$ cat config.mk
export PLATFORM = sky130hd
export DESIGN_NAME = flash_arbiter
export DESIGN_NICKNAME = d
export VERILOG_FILES = /design/src/rtl/flash_arbiter.sv
export SDC_FILE = /design/constraint.sdc
export NUM_CORES = 1
export LEC_CHECK = 0
export ABC_CLOCK_PERIOD_IN_PS = 2580
export BUFFER_PORTS_ARGS = -buffer_cell sky130_fd_sc_hd__buf_2
export CORE_UTILIZATION = 45
export DETAILED_ROUTE_END_ITERATION = 8
export PLACE_DENSITY_LB_ADDON = 0.25
export SLEW_MARGIN = 15
export SYNTH_ARGS = -nofsm -noshare
export SYNTH_HDL_FRONTEND = slang
export SYNTH_SLANG_ARGS = --single-unit
$ cat constraint.sdc
create_clock -name clk -period 2.58 [get_ports clk]
set_input_delay 0.258 -clock clk [delete_from_list [all_inputs] [get_ports clk]]
set_output_delay 0.258 -clock clk [all_outputs]
set_load 0.01 [all_outputs]
$ cat src/rtl/flash_arbiter.sv
`default_nettype none
// ============================================================================
//  Module      : flash_arbiter
//  Description : Two-requester round-robin arbiter in front of a single flash
//                read engine. A granted read either completes when the engine
//                pulses mem_ready, or is aborted after TIMEOUT busy cycles.
//                Each transaction is followed by one GAP cycle with mem_en low
//                so that the engine can reset before the next grant.
//  Ports       : clk, reset (async, active-high)
//                r0_req/r0_addr -> r0_ack/r0_data/r0_err   requester 0
//                r1_req/r1_addr -> r1_ack/r1_data/r1_err   requester 1
//                mem_en/mem_addr -> engine, mem_ready/mem_data <- engine
//                busy  : arbiter is not idle
//                grant : requester currently or last served
//  Revision    : 1.0  initial release
// ============================================================================
module flash_arbiter #(
    parameter int TIMEOUT = 1024
) (
    input  logic        clk,
    input  logic        reset,
    input  logic        r0_req,
    input  logic [23:0] r0_addr,
    output logic        r0_ack,
    output logic [15:0] r0_data,
    output logic        r0_err,
    input  logic        r1_req,
    input  logic [23:0] r1_addr,
    output logic        r1_ack,
    output logic [15:0] r1_data,
    output logic        r1_err,
    output logic        mem_en,
    output logic [23:0] mem_addr,
    input  logic        mem_ready,
    input  logic [15:0] mem_data,
    output logic        busy,
    output logic        grant
);

    localparam int                    c_timer_w    = $clog2(TIMEOUT) + 1;
    localparam logic [c_timer_w-1:0]  c_timer_last = c_timer_w'(TIMEOUT - 1);

    localparam logic [1:0] c_st_idle = 2'd0;
    localparam logic [1:0] c_st_busy = 2'd1;
    localparam logic [1:0] c_st_gap  = 2'd2;

    logic [1:0]           r_state;
    logic [c_timer_w-1:0] r_timer;
    logic                 r_grant;
    logic                 r_mem_en;
    logic [23:0]          r_mem_addr;
    logic                 r_ack0, r_ack1;
    logic [15:0]          r_data0, r_data1;
    logic                 r_err0, r_err1;
    logic                 r_busy;

    logic [1:0]           w_state_nxt;
    logic [c_timer_w-1:0] w_timer_nxt;
    logic                 w_grant_nxt;
    logic                 w_mem_en_nxt;
    logic [23:0]          w_mem_addr_nxt;
    logic                 w_ack0_nxt, w_ack1_nxt;
    logic [15:0]          w_data0_nxt, w_data1_nxt;
    logic                 w_err0_nxt, w_err1_nxt;

    logic                 w_any_req;
    logic                 w_pick;
    logic                 w_done;
    logic [15:0]          w_result;

    assign w_any_req = r0_req | r1_req;
    // On a tie the side that was not served last wins; otherwise the lone requester.
    assign w_pick    = (r0_req & r1_req) ? ~r_grant : r1_req;
    // mem_ready has priority over the timeout when both land in the same cycle.
    assign w_done    = mem_ready | (r_timer == c_timer_last);
    assign w_result  = mem_ready ? mem_data : 16'h0000;

    // ------------------------------------------------------------------
    // State register (also registers every output)
    // ------------------------------------------------------------------
    always_ff @(posedge clk or posedge reset) begin
        if (reset) begin
            r_state    <= c_st_idle;
            r_timer    <= '0;
            r_grant    <= 1'b1;
            r_mem_en   <= 1'b0;
            r_mem_addr <= 24'h000000;
            r_ack0     <= 1'b0;
            r_ack1     <= 1'b0;
            r_data0    <= 16'h0000;
            r_data1    <= 16'h0000;
            r_err0     <= 1'b0;
            r_err1     <= 1'b0;
            r_busy     <= 1'b0;
        end else begin
            r_state    <= w_state_nxt;
            r_timer    <= w_timer_nxt;
            r_grant    <= w_grant_nxt;
            r_mem_en   <= w_mem_en_nxt;
            r_mem_addr <= w_mem_addr_nxt;
            r_ack0     <= w_ack0_nxt;
            r_ack1     <= w_ack1_nxt;
            r_data0    <= w_data0_nxt;
            r_data1    <= w_data1_nxt;
            r_err0     <= w_err0_nxt;
            r_err1     <= w_err1_nxt;
            r_busy     <= (w_state_nxt != c_st_idle);
        end
    end

    // ------------------------------------------------------------------
    // Next-state logic
    // ------------------------------------------------------------------
    always_comb begin
        w_state_nxt = r_state;
        case (r_state)
            c_st_idle: if (w_any_req) w_state_nxt = c_st_busy;
            c_st_busy: if (w_done)    w_state_nxt = c_st_gap;
            c_st_gap:                 w_state_nxt = c_st_idle;
            default:                  w_state_nxt = c_st_idle;
        endcase
    end

    // ------------------------------------------------------------------
    // Output logic (next values of the registered outputs)
    // ------------------------------------------------------------------
    always_comb begin
        w_timer_nxt    = r_timer;
        w_grant_nxt    = r_grant;
        w_mem_en_nxt   = 1'b0;
        w_mem_addr_nxt = r_mem_addr;
        w_ack0_nxt     = 1'b0;
        w_ack1_nxt     = 1'b0;
        w_data0_nxt    = r_data0;
        w_data1_nxt    = r_data1;
        w_err0_nxt     = r_err0;
        w_err1_nxt     = r_err1;
        case (r_state)
            c_st_idle: begin
                if (w_any_req) begin
                    w_grant_nxt    = w_pick;
                    w_mem_addr_nxt = w_pick ? r1_addr : r0_addr;
                    w_mem_en_nxt   = 1'b1;
                    w_timer_nxt    = '0;
                end
            end
            c_st_busy: begin
                if (w_done) begin
                    // Only the granted side's result registers move.
                    if (r_grant) begin
                        w_ack1_nxt  = 1'b1;
                        w_data1_nxt = w_result;
                        w_err1_nxt  = ~mem_ready;
                    end else begin
                        w_ack0_nxt  = 1'b1;
                        w_data0_nxt = w_result;
                        w_err0_nxt  = ~mem_ready;
                    end
                end else begin
                    w_mem_en_nxt = 1'b1;
                    w_timer_nxt  = r_timer + 1'b1;
                end
            end
            default: begin
                // GAP: mem_en stays low for one cycle
            end
        endcase
    end

    assign r0_ack   = r_ack0;
    assign r0_data  = r_data0;
    assign r0_err   = r_err0;
    assign r1_ack   = r_ack1;
    assign r1_data  = r_data1;
    assign r1_err   = r_err1;
    assign mem_en   = r_mem_en;
    assign mem_addr = r_mem_addr;
    assign busy     = r_busy;
    assign grant    = r_grant;

endmodule
`default_nettype wire

==> results_dict.tcl, run 1 <==
set metrics [dict create \
    relSlewSlack_pct 55.34 \
    async_flop_share_pct 100.0 \
    root_buffer "clkbuf_8" \
    fp.dieW_um 86.04 \
    ys.flop_type "dfrtp_1" \
    num-nets-final 467 \
    power_density_nw_per_um2 1103 \
    hold_buffers 1 \
    setup-violations-final 0 \
    drt_first_pass_iters 4 \
    syn_nets 338 \
    fin_util_pct 60.68 \
    dp_cells 481 \
    cts_tree "built" \
    diodes 0 \
    dp_hpwl_um 5152 \
    peakVddDrop_mv 0.5212 \
    die_h_um 86.04 \
    fin_cells 498 \
    fin_crit_ns 1.898 \
    netlist_area_um2 3178 \
    start_util_pct 46.78 \
    wl_per_cell_um 14.12 \
    synth_edf_count 0 \
    syn_to_final_growth_pct 29.72 \
    synth_cell_types 37 \
    clk_latency_ns 0.35 \
    antenna_found_initial 0 \
    drv_slew 0 \
    pwr-share-comb_pct 37.2 \
    core_um2 6794 \
    clkSinkCount 76 \
    p_sw_mw 1.719 \
    io_pins 132 \
    drtIter0Drc 103 \
    numPortBuffers 131 \
    fmax_mhz 526.8 \
    clkSlewWorstSetupHoldPaths_ns 0.09 \
    min_path_type "in2reg" \
    track_usage_pct 20.10 \
    finClkSkew_ns 0.01192 \
    crit_arrival_ns 2.13 \
    cts_setup_buffers 0 \
    viasPerCell 5.114 \
    row_count 30 \
    rsz0062_at_grt "no" \
    finalCritPeriodShare_pct 73.58 \
    drc 0 \
    reg2reg_slack_ns 0.68 \
    grt_max_degree 52 \
    critPathLaunchType "flip-flop" \
    syn_avg_cell_area_um2 11.86 \
    wl_um 7031 \
    p_int_mw 2.827 \
    switching_share_pct 37.81 \
    status "finished, final reports clean" \
    p_total_mw 4.546 \
    holdWs_ns 0.1354 \
    vias 2547 \
    crit_path_end_kind "flip-flop" \
    worst_ep_required_time_ns 2.82 \
    setup-tns-final_ns 0 \
    die_area_um2 7402 \
    grt_pass1_vias 2315 \
    p_leak_nw 2.149 \
    path_max_fanout 17 \
    yosysWarnings 0 \
    grt_pass1_wl_um 11160 \
    htreeDepth 3 \
    clockBufferDepth 2 \
    gp_congestion 0.8344 \
    power_frac_seq_pct 43.9 \
    postSynthCellCount 268 \
    gr-total-overflow 0 \
    clockPowerShare_pct 18.9 \
    ys_seq_elements 76 \
    ys_seq_area_share_pct 59.88 \
    cts_resized 0 \
    max-cap-violations 0 \
    cts_made_buffers 9 \
    hold_viol 0 \
    fillCellCount 587 \
    drive_gt1_share_pct 39.80 \
    worst_pin_slew_ns 0.6698 \
    setup.worst_path.class "reg2reg" \
    final_antenna_net_count 0 \
]
-- cells in the mapped netlist, types with 4 or more instances --
library cell	n	area [um^2]
o21ai_0	30	150.1
dfrtp_1	75	1877
a21oi_1	6	30.03
inv_1	5	18.77
nand2_1	30	112.6
nor2_1	8	30.03
a22o_1	32	280.3
mux2i_1	26	260.3
buf_2	5	25.02
nand3_1	4	20.02
clkbuf_1	8	30.03
-- per-layer routing --
layer | GRT usage (%) | wire length [um]
met2 | 30.23 | 3130
met1 | 27.32 | 3326
met4 | 9.242 | 148
met5 | 0 | 0
met3 | 5.294 | 425
-- worst paths after layout --
check | start | to | cells after the start
max | r_timer[0]$_DFFE_PP0P_ | r1_data[13]$_DFFE_PP0P_ | 5
min | mem_data[7] | r1_data[7]$_DFFE_PP0P_ | 2
max reg2reg | r_timer[0]$_DFFE_PP0P_ | r1_data[13]$_DFFE_PP0P_ | 5
min reg2reg | mem_addr[8]$_DFFE_PP0P_ | mem_addr[8]$_DFFE_PP0P_ | 2
max in group asynchronous | reset | grant$_DFFE_PP1P_ | 4
min in group asynchronous | reset | r1_data[2]$_DFFE_PP0P_ | 3
-- worst max-delay path, stage by stage (launching register included) --
cell and delay [ns]:
dfrtp_1 0.41, ha_1 0.23, nand3_1 0.18, nor3_4 0.46
o21ai_4 0.22, a22o_1 0.28
-- cell type report --
type                    count  area (um^2)  share of cell area [%]
inverters                   5        18.77                  0.4552
repair buffers            135        700.7                   17.00
flip-flops and latches     76         1903                   46.16
clock inverters             7        70.07                   1.700
multi-input cells         170         1186                   28.77
clock buffers               9        123.9                   3.005
well taps                  96        120.1                   2.914
-- power by group through the flow --
| stage | clock (mW) | sequential [mW] | combinational (mW) |
|---|---|---|---|
| 2_1_floorplan | 0 | 2.18 | 0.817 |
| 3_3_place_gp | 0 | 2.00 | 1.66 |
| 3_5_place_dp | 0 | 2.00 | 1.73 |
| 4_1_cts | 0.894 | 1.99 | 1.71 |
| 5_1_grt | 0.936 | 2.06 | 1.87 |
| 6_report | 0.859 | 2.00 | 1.69 |
-- flip-flops by register name, indices dropped and copies added, names as in the netlist --
signal and flops:
mem_addr 24, r0_data 16, r1_data 16, r_timer 11, r_state 2, busy 1
grant 1, mem_en 1, r0_ack 1, r0_err 1, r1_ack 1, r1_err 1
-- placed cells by master, fill, tap and decap left out, types with 3 or more instances in the layout --
cell type,netlist,final
buf_2,5,131
dfrtp_1,75,75
a22o_1,32,32
nand2_1,30,30
o21ai_0,30,29
mux2i_1,26,26
clkbuf_8,0,9
nor2_1,8,8
a21oi_1,6,6
nand3_1,4,4
inv_1,5,4
o21ai_4,2,3
nor3_1,3,3
and3_1,3,3
o211ai_1,3,3
inv_6,0,3
-- per-stage QoR --
step,cell area (um^2),worst slack [ns]
global route,4123,0.5414
floorplan,3178,0.3853
detailed placement,3919,0.7000
global placement,3919,0.7978
finish,4123,0.6816
CTS,4123,0.6831
-- logic make-up (layout without fill, tap and decap cells) --
group / after synthesis / after routing / synth area share [%]
mux: 27 / 27 / 8.543
simple gates: 61 / 61 / 9.568
buf+inv: 22 / 156 / 3.504
fa+ha+maj: 1 / 1 / 0.3936
flops: 76 / 76 / 59.88
compound gates: 81 / 81 / 18.11
No activity file was read; power rests on OpenSTA's default activity.
==> run 2, diff against run 1 <==
--- a/config.mk
+++ b/config.mk
@@ -5,7 +5,7 @@
 export SDC_FILE = /design/constraint.sdc
 export NUM_CORES = 1
 export LEC_CHECK = 0
-export ABC_CLOCK_PERIOD_IN_PS = 2580
+export ABC_CLOCK_PERIOD_IN_PS = 1850
 export BUFFER_PORTS_ARGS = -buffer_cell sky130_fd_sc_hd__buf_2
 export CORE_UTILIZATION = 45
 export DETAILED_ROUTE_END_ITERATION = 8
==> constraint.sdc (replaced) <==
create_clock -name clk -period 1.85 [get_ports clk]
set_input_delay 0.185 -clock clk [delete_from_list [all_inputs] [get_ports clk]]
set_output_delay 0.185 -clock clk [all_outputs]
set_load 0.01 [all_outputs]
==> run 2 against run 1 <==
Hold slack worse by 0.077 ns. Die area is the same. Via count grew 0.67%. Sequential share of layout area is 1.8 points lower. Sequential power rose by 39%. First-iteration DRC count fell by 25%. Non-clock buffer count is 7 higher. Wire length rose by 2.8%. Critical endpoint is now r1_data[9]$_DFFE_PP0P_. Global-route usage rose by 0.63 points.
==> results_dict.tcl, run 2 (same netlist as run 1, synthesis figures left out) <==
set metrics [dict create \
    fin_cells 506 \
    wl_met2_um 3227 \
    gp_congestion 0.9066 \
    hold_viol 0 \
    wl_um 7231 \
    power_frac_seq_pct 40.7 \
    gr-total-overflow 0 \
    drv_slew 0 \
    routed.top_layer "met4" \
    clockBufferDepth 2 \
    io_pins 132 \
    drive_gt1_share_pct 40.98 \
    core_um2 6794 \
    max-cap-violations 0 \
    vias 2564 \
    cp_num_buf_inv 2 \
    most-common-layout-cells "131 x buf_2, 75 x dfrtp_1, 32 x a22o_1" \
    met3_length_um 483 \
    track_usage_pct 20.73 \
    clkSlewWorstSetupHoldPaths_ns 0.09 \
    dp_hpwl_um 5130 \
    switching_share_pct 35.14 \
    setup-violations-final 0 \
    start_util_pct 46.78 \
    cts_made_buffers 9 \
    wl_per_cell_um 14.29 \
    diodes 0 \
    finalCritPeriodShare_pct 94.85 \
    syn_to_final_growth_pct 34.84 \
    die_h_um 86.04 \
    cp_slowest_stage_delay_ns 0.40 \
    crit_path_end_kind "flip-flop" \
    clockPowerShare_pct 22.9 \
    critPathLaunchType "flip-flop" \
    root_buffer "clkbuf_8" \
    critical_path_cell_count 7 \
    regArea_um2 1903 \
    grt_pass1_wl_um 11920 \
    path_cells "ha_1, nand3_1, nor3_4, buf_4, o21ai_4, buf_12, a22o_1" \
    drc 0 \
    cp_slowest_cell "dfrtp_1" \
    reg2reg_slack_ns 0.1 \
    relSlewSlack_pct 40.52 \
    fillCellCount 564 \
    finClkSkew_ns 0.01522 \
    grt_pass1_vias 2500 \
    fp.dieW_um 86.04 \
    dp_cells 485 \
    grt_max_degree 77 \
    r2r_cells 7 \
    whs_path_depth 2 \
    holdPathEnd "r1_data[6]$_DFFE_PP0P_" \
    wl_met1_um 3408 \
    setup.worst_path.class "reg2reg" \
    worstReg2RegEnd "r1_data[9]$_DFFE_PP0P_" \
    rsz0062_at_grt "no" \
    power_density_nw_per_um2 1594 \
    viasPerCell 5.067 \
    p_leak_nw 2.233 \
    fin_crit_ns 1.755 \
    clk_latency_ns 0.35 \
    fmax_mhz 569.9 \
    final_common_cell "buf_2" \
    pwr-share-comb_pct 36.4 \
    r2r-start "r_timer[0]$_DFFE_PP0P_" \
    num-nets-final 475 \
    worst_pin_slew_ns 0.8871 \
    min_from "mem_data[6]" \
    clkSinkCount 76 \
    antenna_found_initial 0 \
    p_int_mw 4.432 \
    htreeDepth 3 \
    multi_input_area_um2 1197 \
    drt_first_pass_iters 4 \
    cts_tree "built" \
    largest_reg_flops 24 \
    numPortBuffers 131 \
    status "finished, final reports clean" \
    row_count 30 \
    min_path_type "in2reg" \
    worst_ep_required_time_ns 2.07 \
    drtIter0Drc 77 \
    setup-tns-final_ns 0 \
    path_max_fanout 17 \
    final_antenna_net_count 0 \
    crit_arrival_ns 1.98 \
    p_sw_mw 2.401 \
    crit_family "flip-flops" \
    die_area_um2 7402 \
    peakVddDrop_mv 0.7058 \
]
run 2: cell type report:
cell class / count / area share [%]
Sequential cell: 76 / 44.41
Tap cell: 96 / 2.803
Clock buffer: 9 / 2.891
Clock inverter: 7 / 2.978
Inverter: 5 / 0.5255
Timing Repair Buffer: 142 / 18.45
Multi-Input combinational cell: 171 / 27.94
run 2: worst reg2reg max path, cell delays in order (launching register included):
cell	delay, ns
dfrtp_1	0.40
ha_1	0.22
nand3_1	0.17
nor3_4	0.20
buf_4	0.18
o21ai_4	0.07
buf_12	0.15
a22o_1	0.24
run 2: worst max-delay path by stage:
stage                            from                endpoint  slack (ns)
3_5_place_dp   r_timer[0]$_DFFE_PP0P_  r_timer[5]$_DFFE_PP0P_        0.03
2_1_floorplan  r_timer[0]$_DFFE_PP0P_  r0_data[0]$_DFFE_PP0P_        0.13
4_1_cts        r_timer[0]$_DFFE_PP0P_  r_timer[5]$_DFFE_PP0P_        0.03
6_report       r_timer[0]$_DFFE_PP0P_  r1_data[9]$_DFFE_PP0P_         0.1
5_1_grt        r_timer[0]$_DFFE_PP0P_  r1_data[9]$_DFFE_PP0P_       0.002
3_3_place_gp   r_timer[0]$_DFFE_PP0P_  r1_data[8]$_DFFE_PP0P_        0.09
run 2: power by group through the flow:
stage / Clock, mW / Sequential (mW) / Combinational (mW)
3_3_place_gp: 0 / 2.78 / 2.40
4_1_cts: 1.61 / 2.78 / 2.46
5_1_grt: 1.68 / 2.87 / 2.75
6_report: 1.56 / 2.78 / 2.49
2_1_floorplan: 0 / 3.04 / 1.14
3_5_place_dp: 0 / 2.79 / 2.47
run 2: through the flow:
stage               instance area, um^2  setup WS [ns]  util, %  hold slack [ns]  total power [mW]
floorplan                          3182         0.1313        -           0.3175             4.184
global placement                   3965        0.09424    58.36           0.3271             5.180
detailed placement                 3965        0.03349    58.36           0.3355             5.259
CTS                                4227        0.02868    62.21          0.03842             6.852
global route                       4285       0.002454    63.08          0.05027             7.304
finish                             4285        0.09533    63.08          0.05877             6.833
run 2: metal layers:
metal,vias to the layer above,track usage (%)
met1,1194,27.86
met2,110,32.40
li1,1249,-
met3,11,5.101
met5,-,0
met4,0,8.333
run 2: repair_timing:
action | 4_1_cts | 5_1_grt
buffers inserted | 0 | 3
hold buffers | 1 | 0
endpoints found under the setup margin | 0 | 38
resized for setup | 0 | 0
hold endpoints to repair | 75 | 0
==> run 3, diff against run 2 <==
--- a/config.mk
+++ b/config.mk
@@ -5,11 +5,13 @@
 export SDC_FILE = /design/constraint.sdc
 export NUM_CORES = 1
 export LEC_CHECK = 0
-export ABC_CLOCK_PERIOD_IN_PS = 1850
+export ABC_CLOCK_PERIOD_IN_PS = 1500
 export BUFFER_PORTS_ARGS = -buffer_cell sky130_fd_sc_hd__buf_2
-export CORE_UTILIZATION = 45
+export CORE_UTILIZATION = 43
+export CTS_CLUSTER_DIAMETER = 120
 export DETAILED_ROUTE_END_ITERATION = 8
 export PLACE_DENSITY_LB_ADDON = 0.25
+export RECOVER_POWER = 100
 export SLEW_MARGIN = 15
 export SYNTH_ARGS = -nofsm -noshare
 export SYNTH_HDL_FRONTEND = slang
==> constraint.sdc (replaced) <==
create_clock -name clk -period 1.5 [get_ports clk]
set_input_delay 0.15 -clock clk [delete_from_list [all_inputs] [get_ports clk]]
set_output_delay 0.15 -clock clk [all_outputs]
set_load 0.01 [all_outputs]
==> run 3 against run 2 <==
The flow now finishes with violations (setup timing). Wire length increased by 4.7%. Fmax grew 13%. Critical path depth fell by 1. Power rose by 18%. Critical endpoint is now r_timer[7]$_DFFE_PP0P_. Count of clock-buffer cells in the layout unchanged. Highest routed layer unchanged.
==> results_dict.tcl, run 3 (same netlist as run 1, synthesis figures left out) <==
set metrics [dict create \
    io_pins 132 \
    largest_reg_flops 24 \
    die_area_um2 7739 \
    fin_cells 534 \
    drv_slew 0 \
    r2r-start "r_timer[1]$_DFFE_PP0P_" \
    clk_latency_ns 0.35 \
    gr-total-overflow 0 \
    relSlewSlack_pct 32.79 \
    rsz0062_at_grt "yes" \
    die_h_um 87.97 \
    finClkSkew_ns 0.01401 \
    cp_slowest_cell "dfrtp_1" \
    min_from "mem_data[1]" \
    crit_arrival_ns 1.78 \
    drt_first_pass_iters 4 \
    setup.worst_path.class "reg2reg" \
    grt_pass1_wl_um 12120 \
    vias 2700 \
    min_path_type "in2reg" \
    hold_viol 0 \
    path_cells "ha_2, nand3_2, nor3_4, buf_4, nand2b_1, a311o_1" \
    htreeDepth 3 \
    drive_gt1_share_pct 32.42 \
    worstReg2RegEnd "r_timer[7]$_DFFE_PP0P_" \
    cp_num_buf_inv 1 \
    num-nets-final 503 \
    finalCritPeriodShare_pct 103.3 \
    crit_family "flip-flops" \
    final_antenna_net_count 0 \
    grt_max_degree 77 \
    numPortBuffers 131 \
    fin_ws_ns -0.04931 \
    peakVddDrop_mv 0.8110 \
    status "complete, but fails checks" \
    reg2reg_slack_ns -0.05 \
    viasPerCell 5.056 \
    cts_made_buffers 9 \
    drc 0 \
    wl_um 7574 \
    dp_cells 508 \
    root_buffer "clkbuf_8" \
    worst_pin_slew_ns 1.008 \
    violations "setup timing" \
    max-cap-violations 0 \
    r2r_cells 6 \
    fillCellCount 623 \
    worst_ep_required_time_ns 1.73 \
    dp_hpwl_um 5383 \
    wl_per_cell_um 14.18 \
    antenna_found_initial 0 \
    setup-violations-final 20 \
    grt_pass1_vias 2533 \
    whs_path_depth 2 \
    drtIter0Drc 116 \
    fmax_mhz 645.4 \
    most-common-layout-cells "75 x dfrtp_1, 68 x buf_2, 63 x clkbuf_1" \
    clkSlewWorstSetupHoldPaths_ns 0.10 \
    syn_to_final_growth_pct 37.68 \
    power_density_nw_per_um2 1842 \
    fin_crit_ns 1.549 \
    path_max_fanout 5 \
    p_leak_nw 2.132 \
    start_util_pct 45.52 \
    cts_tree "built" \
    row_count 30 \
    cp_slowest_stage_delay_ns 0.40 \
    core_um2 6982 \
    fp.dieW_um 87.97 \
    clockBufferDepth 2 \
    track_usage_pct 20.84 \
    critPathLaunchType "flip-flop" \
    gp_congestion 0.8398 \
    crit_path_end_kind "flip-flop" \
    holdPathEnd "r1_data[1]$_DFFE_PP0P_" \
    clkSinkCount 76 \
    diodes 0 \
    final_common_cell "dfrtp_1" \
    p_total_mw 8.058 \
]
run 3: repair_timing:
item                                    in CTS  in global routing
buffers inserted                             5                  3
hold buffers                                 1                  0
cloned                                       1                  0
endpoints found under the setup margin      41                 59
resized for setup                            8                  9
hold endpoints to repair                    75                  0
pin swaps                                   30                  8
run 3: layout make-up:
| type | instances | area [um^2] | area share, % |
|---|---|---|---|
| tap | 96 | 120.1 | 2.745 |
| timing repair buffer | 171 | 927.1 | 21.19 |
| clock buffer | 9 | 123.9 | 2.831 |
| sequential | 76 | 1903 | 43.49 |
| inverter | 5 | 22.52 | 0.5147 |
| clock inverter | 7 | 65.06 | 1.487 |
| multi-input combinational | 170 | 1214 | 27.74 |
run 3: how the worst max path moves through the flow:
stage | endpoint | slack, ns | startpoint | cells past startpoint
2_1_floorplan | r0_data[0]$_DFFE_PP0P_ | -0.16 | r_timer[0]$_DFFE_PP0P_ | 6
3_3_place_gp | r_timer[0]$_DFFE_PP0P_ | -0.06 | r_timer[1]$_DFFE_PP0P_ | 6
3_5_place_dp | r_timer[0]$_DFFE_PP0P_ | -0.15 | r_timer[0]$_DFFE_PP0P_ | 6
4_1_cts | r1_data[10]$_DFFE_PP0P_ | -0.03 | r_timer[10]$_DFFE_PP0P_ | 6
5_1_grt | r_timer[6]$_DFFE_PP0P_ | -0.11 | r_timer[10]$_DFFE_PP0P_ | 5
6_report | r_timer[7]$_DFFE_PP0P_ | -0.05 | r_timer[1]$_DFFE_PP0P_ | 6
run 3: metal layers:
metal	vias to the layer above	wire, um	GRT usage [%]
met5	-	0	0
met4	0	126	11.18
met3	8	429	5.090
met2	107	3567	31.64
met1	1287	3450	27.57
li1	1298	-	-
run 3: power by group:
part | switching [mW] | internal (mW) | total [mW]
registers | 0.512 | 2.90 | 3.42
logic | 1.73 | 1.42 | 3.15
clock network | 0.850 | 0.644 | 1.49
run 3: metrics by stage:
stage | setup slack (ns) | hold slack, ns | setup TNS [ns] | util [%] | area [um^2]
finish | -0.04931 | 0.02966 | -0.3328 | 62.67 | 4375
global route | -0.1066 | 0.01538 | -5.900 | 62.67 | 4375
CTS | -0.02830 | 0.01527 | -0.1591 | 63.53 | 4436
detailed placement | -0.1459 | 0.2932 | -2.771 | 59.37 | 4145
global placement | -0.05902 | 0.2868 | -1.058 | 59.37 | 4145
floorplan | -0.1583 | 0.2825 | -3.400 | - | 3189
